<file path="src/rtl/rv32_spi_pkg.sv">
// Shared register offsets, bit positions and engine state type for the
// wishbone SPI master.
package rv32_spi_pkg;

  localparam logic [1:0] REG_DATA   = 2'd0;
  localparam logic [1:0] REG_CTRL   = 2'd1;
  localparam logic [1:0] REG_STATUS = 2'd2;
  localparam logic [1:0] REG_CLKDIV = 2'd3;

  localparam int CTRL_CS_BIT   = 0;
  localparam int CTRL_CPOL_BIT = 1;
  localparam int CTRL_CPHA_BIT = 2;

  localparam int STAT_BUSY_BIT = 0;
  localparam int STAT_RXV_BIT  = 1;
  localparam int STAT_OVR_BIT  = 2;

  typedef enum logic [1:0] {
    IDLE,
    SHIFT,
    DONE
  } spi_state_t;

endpackage

</file>
<file path="src/rtl/spi_shift_engine.sv">
// MSB-first 8-bit full-duplex SPI shift engine: divider, bit counter and
// shift registers; mode bits are latched when a transfer starts.
module spi_shift_engine
  import rv32_spi_pkg::*;
#(
  parameter int DIV_W = 16
) (
  input  logic             clk,
  input  logic             rst,
  input  logic             start,
  input  logic [7:0]       tx_byte,
  input  logic [DIV_W-1:0] div,
  input  logic             cpol,
  input  logic             cpha,
  input  logic             miso,
  output logic             busy,
  output logic             done,
  output logic [7:0]       rx_byte,
  output logic             sck,
  output logic             mosi,
  output spi_state_t       state
);

  spi_state_t       state_q;
  logic [DIV_W-1:0] div_q;
  logic [DIV_W-1:0] cnt;
  logic [2:0]       bit_cnt;
  logic [7:0]       tx_sr;
  logic [7:0]       rx_sr;
  logic             sck_q;
  logic             cpol_q;
  logic             cpha_q;
  logic             leading;

  // Leading edge = sck moving away from its idle level.
  assign leading = (sck_q == cpol_q);
  assign sck     = (state_q == IDLE) ? cpol : sck_q;
  assign done    = (state_q == DONE);
  assign state   = state_q;

  always_ff @(posedge clk or posedge rst) begin
    if (rst) begin
      state_q <= IDLE;
      div_q   <= '0;
      cnt     <= '0;
      bit_cnt <= '0;
      tx_sr   <= '0;
      rx_sr   <= '0;
      sck_q   <= 1'b0;
      cpol_q  <= 1'b0;
      cpha_q  <= 1'b0;
      mosi    <= 1'b0;
      busy    <= 1'b0;
      rx_byte <= '0;
    end else begin
      case (state_q)
        IDLE: begin
          if (start) begin
            state_q <= SHIFT;
            div_q   <= div;
            cnt     <= '0;
            bit_cnt <= '0;
            tx_sr   <= tx_byte;
            rx_sr   <= '0;
            sck_q   <= cpol;
            cpol_q  <= cpol;
            cpha_q  <= cpha;
            mosi    <= cpha ? 1'b0 : tx_byte[7];
            busy    <= 1'b1;
          end
        end
        SHIFT: begin
          if (cnt != div_q) begin
            cnt <= cnt + DIV_W'(1);
          end else begin
            cnt   <= '0;
            sck_q <= ~sck_q;
            // CPHA swaps which edge samples and which edge shifts.
            if (leading ^ cpha_q) begin
              rx_sr <= {rx_sr[6:0], miso};
            end else begin
              mosi  <= cpha_q ? tx_sr[7] : tx_sr[6];
              tx_sr <= {tx_sr[6:0], 1'b0};
            end
            if (!leading) begin
              bit_cnt <= bit_cnt + 3'd1;
              if (bit_cnt == 3'd7) state_q <= DONE;
            end
          end
        end
        DONE: begin
          rx_byte <= rx_sr;
          busy    <= 1'b0;
          mosi    <= 1'b0;
          state_q <= IDLE;
        end
        default: state_q <= IDLE;
      endcase
    end
  end

endmodule

</file>
<file path="src/rtl/wishbone_spi_controller.sv">
// Wishbone-classic slave SPI master: register decode, ack and status around
// spi_shift_engine. Define SPI_MODE_SEL_EN to make CTRL CPOL/CPHA writable.
module wishbone_spi_controller
  import rv32_spi_pkg::*;
#(
  parameter int CLK_DIV_RESET = 4,
  parameter int DIV_W         = 16
) (
  input  logic        clk_i,
  input  logic        rst_i,
  input  logic [1:0]  wb_adr_i,
  input  logic [31:0] wb_dat_i,
  input  logic        wb_we_i,
  input  logic        wb_stb_i,
  input  logic [3:0]  wb_sel_i,
  input  logic        wb_cyc_i,
  output logic        wb_ack_o,
  output logic [31:0] wb_dat_o,
  input  logic        spi_miso_i,
  output logic        spi_mosi_o,
  output logic        spi_sck_o,
  output logic        spi_cs_o
);

  logic             req;
  logic             wr_en;
  logic             wr_data;
  logic             start;
  logic             cs_assert;
  logic             cpol;
  logic             cpha;
  logic             rx_valid;
  logic             overrun;
  logic [DIV_W-1:0] clkdiv;
  logic [DIV_W-1:0] div_wr;
  logic [31:0]      rd_data;
  logic             eng_busy;
  logic             eng_done;
  logic [7:0]       rx_byte;
  spi_state_t       eng_state;
  logic             unused_bits;

  // Every side effect commits on the edge that raises ack.
  assign req     = wb_cyc_i & wb_stb_i & ~wb_ack_o;
  assign wr_en   = req & wb_we_i;
  assign wr_data = wr_en & (wb_adr_i == REG_DATA) & wb_sel_i[0];
  assign start   = wr_data & (eng_state == IDLE);
  assign spi_cs_o = ~cs_assert;
  assign unused_bits = ^{wb_dat_i, wb_sel_i};

  always_comb begin
    div_wr = clkdiv;
    for (int i = 0; i < DIV_W; i++) begin
      div_wr[i] = wb_sel_i[i / 8] ? wb_dat_i[i] : clkdiv[i];
    end
  end

  always_comb begin
    rd_data = '0;
    case (wb_adr_i)
      REG_DATA: rd_data[7:0] = rx_byte;
      REG_CTRL: begin
        rd_data[CTRL_CS_BIT]   = cs_assert;
        rd_data[CTRL_CPOL_BIT] = cpol;
        rd_data[CTRL_CPHA_BIT] = cpha;
      end
      REG_STATUS: begin
        rd_data[STAT_BUSY_BIT] = eng_busy;
        rd_data[STAT_RXV_BIT]  = rx_valid;
        rd_data[STAT_OVR_BIT]  = overrun;
      end
      default: rd_data[DIV_W-1:0] = clkdiv;
    endcase
  end

  always_ff @(posedge clk_i or posedge rst_i) begin
    if (rst_i) begin
      wb_ack_o  <= 1'b0;
      wb_dat_o  <= '0;
      cs_assert <= 1'b0;
      rx_valid  <= 1'b0;
      overrun   <= 1'b0;
      clkdiv    <= DIV_W'(CLK_DIV_RESET);
    end else begin
      wb_ack_o <= req;
      if (req && !wb_we_i) wb_dat_o <= rd_data;
      if (wr_en && wb_sel_i[0] && (wb_adr_i == REG_CTRL))
        cs_assert <= wb_dat_i[CTRL_CS_BIT];
      if (wr_data && !start)
        overrun <= 1'b1;
      else if (wr_en && wb_sel_i[0] && (wb_adr_i == REG_STATUS) && wb_dat_i[STAT_OVR_BIT])
        overrun <= 1'b0;
      // A fresh byte wins over a read-clear landing on the same edge.
      if (eng_done)
        rx_valid <= 1'b1;
      else if (req && !wb_we_i && (wb_adr_i == REG_DATA))
        rx_valid <= 1'b0;
      if (wr_en && (wb_adr_i == REG_CLKDIV)) clkdiv <= div_wr;
    end
  end

`ifdef SPI_MODE_SEL_EN
  always_ff @(posedge clk_i or posedge rst_i) begin
    if (rst_i) begin
      cpol <= 1'b0;
      cpha <= 1'b0;
    end else if (wr_en && wb_sel_i[0] && (wb_adr_i == REG_CTRL)) begin
      cpol <= wb_dat_i[CTRL_CPOL_BIT];
      cpha <= wb_dat_i[CTRL_CPHA_BIT];
    end
  end
`else
  assign cpol = 1'b0;
  assign cpha = 1'b0;
`endif

  spi_shift_engine #(
    .DIV_W(DIV_W)
  ) u_engine (
    .clk     (clk_i),
    .rst     (rst_i),
    .start   (start),
    .tx_byte (wb_dat_i[7:0]),
    .div     (clkdiv),
    .cpol    (cpol),
    .cpha    (cpha),
    .miso    (spi_miso_i),
    .busy    (eng_busy),
    .done    (eng_done),
    .rx_byte (rx_byte),
    .sck     (spi_sck_o),
    .mosi    (spi_mosi_o),
    .state   (eng_state)
  );

endmodule

</file>
<file path="config.mk">
export PLATFORM = sky130hd
export DESIGN_NAME = wishbone_spi_controller
export DESIGN_NICKNAME = d
export VERILOG_FILES = /design/src/rtl/rv32_spi_pkg.sv /design/src/rtl/spi_shift_engine.sv /design/src/rtl/wishbone_spi_controller.sv
export SDC_FILE = /design/constraint.sdc
export NUM_CORES = 1
export LEC_CHECK = 0
export ABC_CLOCK_PERIOD_IN_PS = 4100
export CAP_MARGIN = 20
export CORE_MARGIN = 2
export CORE_UTILIZATION = 59
export CTS_CLUSTER_SIZE = 16
export DETAILED_ROUTE_END_ITERATION = 12
export GPL_TIMING_DRIVEN = 0
export PLACE_DENSITY = 0.95
export SYNTH_ARGS = -nofsm -noshare
export SYNTH_HDL_FRONTEND = slang
export SYNTH_HIERARCHICAL = 1
export SYNTH_SLANG_ARGS = --single-unit
</file>
<file path="constraint.sdc">
create_clock -name clk_i -period 4.1 [get_ports clk_i]
set_input_delay 0.82 -clock clk_i [delete_from_list [all_inputs] [get_ports clk_i]]
set_output_delay 0.82 -clock clk_i [all_outputs]
set_load 0.01 [all_outputs]
</file>
==> run summary, run 1 <==
Outcome: completed
Maximum clock insertion buffer count: 2
FF-to-FF Start: wb_ack_o$_DFF_PP0_
Worst Reg-to-Reg Cells: 8
TritonCTS clock tree: yes
Global-route wire length before repair: 21500 um
RR Endpoint: u_engine/tx_sr[3]$_DFFE_PP0P_
Sequential fraction of the synthesis area: 0.481
Most common cell after layout, fill and taps aside: dfrtp_1
Min cycle time layout: 3.83 ns
RSZ-0062 raised after global routing: no
FF-to-FF setup slack: 0.74 ns
Post-DP HPWL: 9360 um
Most frequent cells in the layout: dfrtp_1 (101), nand2_1 (52), nor2_1 (46)
# DRC: 0
Bufs and invs on worst path: 2
Crit path to: u_engine/tx_sr[3]$_DFFE_PP0P_
Worst Setup SP: wb_stb_i
Synth Cell Area: 5310 um^2
Total power per unit cell area: 525 nW/um^2
Crit path capture type: flop
Die footprint: 9780 um^2
Netlist cell types: 59
FP Rows: 34
Share of layout cells above drive strength 1: 0.210
Gr ovfl total: 0
Nets: 608
Initial core utilization: 0.609
# IOs: 80
Slowest-stage cell, CP: nor4_1
Via Count: 4111
Post-CTS Resized: 0
Initial antenna violation count: 0
Core Area: 8720 um^2
Crit-path cells: clkdlybuf4s50_1 -> and4b_1 -> nand2_1 -> nor4_1 -> mux2_2 -> clkbuf_1 -> nand2_1 -> o221ai_1 -> nor3_1
Post-synth EDFFs: 0
Crit path max fanout: 10
Clk pin slew, worst setup/hold paths: 0.12 ns
RePlAce Congestion: 0.884
Synthesized area per cell: 11.0 um^2
Routed WL per cell: 19.7 um
TritonCTS Buffers: 9
Vias in the first global route: 4310
Clk_lat worst skew: 0.39 ns
Fin Clk Skew: 0.0200 ns
P_leak: 2.98 nW
GRT Util Overall: 0.280
Postcts setup bufs: 0
Arrival time worst endpoint: 4.12 ns
Final Hold Viols: 0
Clock sink count: 102
Cell family with most CP delay: simple AND/OR/NAND/NOR gates
Hold Path Class: flop to flop
Synth warn: 6
Crit path depth: 9
Largest net degree at the start of global routing: 44
CTS root buffer: clkbuf_8
CTS HTree Levels: 3
Asr flop ratio synth: 1.00
DRT antenna net count: 0
Slew margin rel.: 0.258
Required @ worst endpoint: 4.39 ns
Max Cap Viol: 0
Final period util: 0.934
Final hold slack: 0.497 ns
Vert. Die Dim: 98.9 um
DR pass1 iterations: 5
Synthesis-stage register bit count: 102
Critical Path Max Stage Delay: 0.90 ns
Slew Limit Fails: 0
Post-Syn Instances: 481
Setup TNS Final: 0 ns
N_diodes: 0
Via density: 6.14
Most used flip-flop cell after synthesis: dfrtp_1
Die width: 98.9 um
# setup viols final: 0
Crit path kind: input pin to flop
CP dominant cell by count: nand2_1
Violation count after the first detailed-route iteration: 250
Area Growth Syn to Fin: 16.9%
Routed wire length: 13200 um
Cts hold-fix bufs: 0
CP startpoint kind: input pin
Worst-case vdd ir drop: 0.000408 V
Max Fclk: 261 MHz
Input/output buffers: 43
Worst-margin pin slew: 1.10 ns
==> registers in the layout, summed over array words and instances, names as in the netlist <==
| signal | cells |
|---|---|
| wb_dat_o | 16 |
| u_engine/bit_cnt | 3 |
| u_engine/rx_sr | 8 |
| clkdiv | 16 |
| u_engine/sck_q | 1 |
| overrun | 1 |
| cs_assert | 1 |
| u_engine/cnt | 16 |
| u_engine/cpol_q | 1 |
| u_engine/mosi | 1 |
| u_engine/busy | 1 |
| u_engine/state | 2 |
| u_engine/cpha_q | 1 |
| u_engine/div_q | 16 |
| u_engine/rx_byte | 8 |
| rx_valid | 1 |
| wb_ack_o | 1 |
| u_engine/tx_sr | 8 |
==> cells by family (layout without fill, tap and decap cells) <==
logic type,Yosys count,after routing,synth area share
fa+ha+maj,8,8,0.0188
buf+inv,48,109,0.0537
flops,102,102,0.481
other cells,1,20,0.000706
mux,59,59,0.137
xor+xnor,32,32,0.0598
simple gates,182,182,0.176
compound gates,49,49,0.0733
==> report_power, final <==
group	switching [mW]	total [mW]	internal (mW)
sequential	0.158	1.32	1.16
combinational	0.745	1.27	0.521
clock	0.421	0.675	0.254
total	1.32	3.26	1.94
==> cell type report <==
class / instances / area (um^2)
Tap cell: 108 / 135
Clock inverter: 7 / 91.3
Timing Repair Buffer: 45 / 478
Inverter: 5 / 18.8
Clock buffer: 9 / 124
Sequential cell: 102 / 2550
Fill cell: 562 / 2510
Multi-Input combinational cell: 350 / 2540
Buffer: 43 / 267
==> per-layer routing <==
layer	global-route usage	part of all wire	wire, um	vias up
li1	-	-	-	1806
met1	0.338	0.37	4920	2024
met2	0.473	0.51	6730	220
met3	0.0674	0.074	971	61
met4	0.136	0.040	526	0
met5	0	0	0	-
==> tightest hold or removal path: cells and delay by family (launching register included) <==
family,cells,cell delay [ns]
flip-flops,1,0.37
AND/OR/NAND/NOR,2,0.10
==> per-stage QoR <==
step | utilization | cells | area (um^2) | power [mW] | setup slack (ns)
finish | 0.712 | 669 | 6210 | 3.26 | 0.271
global route | 0.712 | 669 | 6210 | 3.42 | 0.178
CTS | 0.712 | 669 | 6210 | 3.24 | 0.403
detailed placement | 0.688 | 653 | 6000 | 2.56 | 0.0495
global placement | 0.682 | 651 | 5950 | 2.47 | 0.0975
floorplan | - | 500 | 5380 | 2.18 | 1.27
==> cell usage after synthesis, types with 7 or more instances <==
library cell / number / area [um^2]
dfrtp_1: 101 / 2530
nand2_1: 52 / 195
nor2_1: 46 / 173
mux2_2: 33 / 372
xor2_1: 23 / 201
nor3_1: 18 / 90.1
buf_4: 17 / 128
nand2b_1: 17 / 106
nand3_1: 17 / 85.1
mux2_4: 16 / 240
clkbuf_1: 12 / 45.0
a32o_1: 9 / 90.1
buf_2: 9 / 45.0
ha_1: 8 / 100
mux2i_1: 8 / 80.1
a221oi_1: 7 / 61.3
o21ai_0: 7 / 35.0
o221ai_1: 7 / 61.3
xnor2_1: 7 / 61.3
==> worst min path at each step <==
stage / start / endpoint / cells after the start
after CTS: rx_valid$_DFFE_PP0P_ / rx_valid$_DFFE_PP0P_ / 1
after floorplan: rx_valid$_DFFE_PP0P_ / rx_valid$_DFFE_PP0P_ / 1
final: wb_dat_o[14]$_DFFE_PP0P_ / wb_dat_o[14]$_DFFE_PP0P_ / 2
after global placement: wb_dat_o[11]$_DFFE_PP0P_ / wb_dat_o[11]$_DFFE_PP0P_ / 2
after global routing: wb_ack_o$_DFF_PP0_ / wb_ack_o$_DFF_PP0_ / 1
after detailed placement: rx_valid$_DFFE_PP0P_ / rx_valid$_DFFE_PP0P_ / 1
No activity file was read; power rests on OpenSTA's default activity.
==> run 2: changes to the inputs <==
--- a/config.mk
+++ b/config.mk
@@ -8,11 +8,12 @@
 export ABC_CLOCK_PERIOD_IN_PS = 4100
 export CAP_MARGIN = 20
 export CORE_MARGIN = 2
-export CORE_UTILIZATION = 59
+export CORE_UTILIZATION = 60
 export CTS_CLUSTER_SIZE = 16
 export DETAILED_ROUTE_END_ITERATION = 12
+export DONT_BUFFER_PORTS = 1
 export GPL_TIMING_DRIVEN = 0
-export PLACE_DENSITY = 0.95
+export PLACE_DENSITY = 0.85
 export SYNTH_ARGS = -nofsm -noshare
 export SYNTH_HDL_FRONTEND = slang
 export SYNTH_HIERARCHICAL = 1
==> run summary, run 2 (same netlist as run 1, synthesis figures left out) <==
# IOs: 80
Worst-margin pin slew: 1.01 ns
Slew Limit Fails: 0
FP Rows: 34
Final hold slack: 0.375 ns
Global-route wire length before repair: 19600 um
Part of the power in the clock network: 0.219
CTS root buffer: clkbuf_8
Largest net degree at the start of global routing: 41
CP startpoint kind: flop
Setup ws final: 0.778 ns
Violation count after the first detailed-route iteration: 232
Slew margin rel.: 0.319
Min cycle time layout: 3.32 ns
# DRC: 0
Net Sw Power: 1.25 mW
Setup TNS Final: 0 ns
Max Cap Viol: 0
Pre-CTS WS: 0.603 ns
Arrival time worst endpoint: 3.59 ns
Core Util, Final: 0.670
N_diodes: 0
Clk pin slew, worst setup/hold paths: 0.11 ns
Vert. Die Dim: 98.1 um
Max Fclk: 301 MHz
CTS HTree Levels: 3
Clk_lat worst skew: 0.38 ns
Nets: 565
Logic gate share of total power: 0.357
WL met3: 699 um
Share of layout cells above drive strength 1: 0.228
DR WL met2: 6060 um
Total power per unit cell area: 546 nW/um^2
Die footprint: 9620 um^2
Maximum clock insertion buffer count: 2
Core Area: 8640 um^2
FILL cells: 621
Vias in the first global route: 3922
Final instance area: 5780 um^2
Placed Instances: 610
Input/output buffers: 0
Crit path kind: flop to flop
DR pass1 iterations: 5
TritonCTS clock tree: yes
Worst-case vdd ir drop: 0.000314 V
DRT antenna net count: 0
Die width: 98.1 um
Fin Clk Skew: 0.0125 ns
Most frequent cells in the layout: dfrtp_1 (101), nand2_1 (52), nor2_1 (46)
Pint: 1.91 mW
Non-filler cells, final: 626
Routed WL per cell: 18.7 um
Post-DP HPWL: 8450 um
RePlAce Congestion: 0.867
Gr ovfl total: 0
Via Count: 3790
Most common cell after layout, fill and taps aside: dfrtp_1
Final period util: 0.810
DP Area: 5570 um^2
Area Growth Syn to Fin: 8.90%
Post-CTS Resized: 0
Initial antenna violation count: 0
Required @ worst endpoint: 4.37 ns
P_leak: 2.82 nW
Via density: 6.05
Met1 Routed Length: 4690 um
TritonCTS Buffers: 9
Uppermost layer routed: met4
Routed wire length: 11700 um
Crit path capture type: flop
Crit path max fanout: 10
Postcts setup bufs: 0
Flop pwr share: 0.424
Clock sink count: 102
Outcome: completed
Cts hold-fix bufs: 0
Initial core utilization: 0.615
Sw Ratio: 0.394
GRT Util Overall: 0.257
Final Hold Viols: 0
# setup viols final: 0
Hold Path Class: input pin to async pin
Total power: 3.16 mW
RSZ-0062 raised after global routing: no
[run 2: cell types whose count changed in the layout (fill, tap and decap cells not counted)]
cell / before / now
inv_12: 1 / 0
bufinv_16: 0 / 1
inv_8: 3 / 2
clkdlybuf4s50_1: 43 / 0
clkinv_8: 2 / 1
inv_6: 1 / 3
[run 2: worst max-delay path: stages, from the launching register on]
cell and delay (ns):
dfrtp_1 0.47, and4b_1 0.43, nand2_1 0.08, nor4_1 0.83, mux2i_1 0.28, buf_2 0.29
buf_2 0.23, a21oi_2 0.28, buf_4 0.23, nor2_1 0.07
[run 2: power by group through the flow]
stage | logic, mW | registers, mW | clock network [mW]
5_1_grt | 1.24 | 1.36 | 0.736
4_1_cts | 1.12 | 1.34 | 0.701
3_3_place_gp | 1.04 | 1.34 | 0
3_5_place_dp | 1.11 | 1.36 | 0
2_1_floorplan | 0.873 | 1.30 | 0
6_report | 1.13 | 1.34 | 0.691
[run 2: layout make-up]
cell class                 instances  area (um^2)  share of cell area
sequential                       102         2550               0.441
multi-input combinational        350         2540               0.440
buffer                            43          267              0.0461
tap                              108          135              0.0234
clock buffer                       9          124              0.0214
clock inverter                     7         95.1              0.0164
timing repair buffer               2         47.5             0.00822
inverter                           5         18.8             0.00324
[run 2: path summary, 6_finish.rpt]
check	from	to	slack (ns)	cells after the start
setup reg to reg	wb_ack_o$_DFF_PP0_	u_engine/cnt[3]$_DFFE_PP0P_	0.78	9
min in group clk_i	rx_valid$_DFFE_PP0P_	rx_valid$_DFFE_PP0P_	0.50	1
max in group asynchronous	rst_i	clkdiv[2]$_DFFE_PP1P_	3.04	2
setup / recovery	wb_ack_o$_DFF_PP0_	u_engine/cnt[3]$_DFFE_PP0P_	0.78	9
hold / removal	rst_i	u_engine/div_q[10]$_DFFE_PP0P_	0.37	1
hold reg to reg	rx_valid$_DFFE_PP0P_	rx_valid$_DFFE_PP0P_	0.50	1
[run 2: metal layers]
layer / up-vias / global-route usage
met5: - / 0
met4: 0 / 0.0844
met3: 26 / 0.0752
met2: 122 / 0.436
met1: 1920 / 0.319
li1: 1722 / -
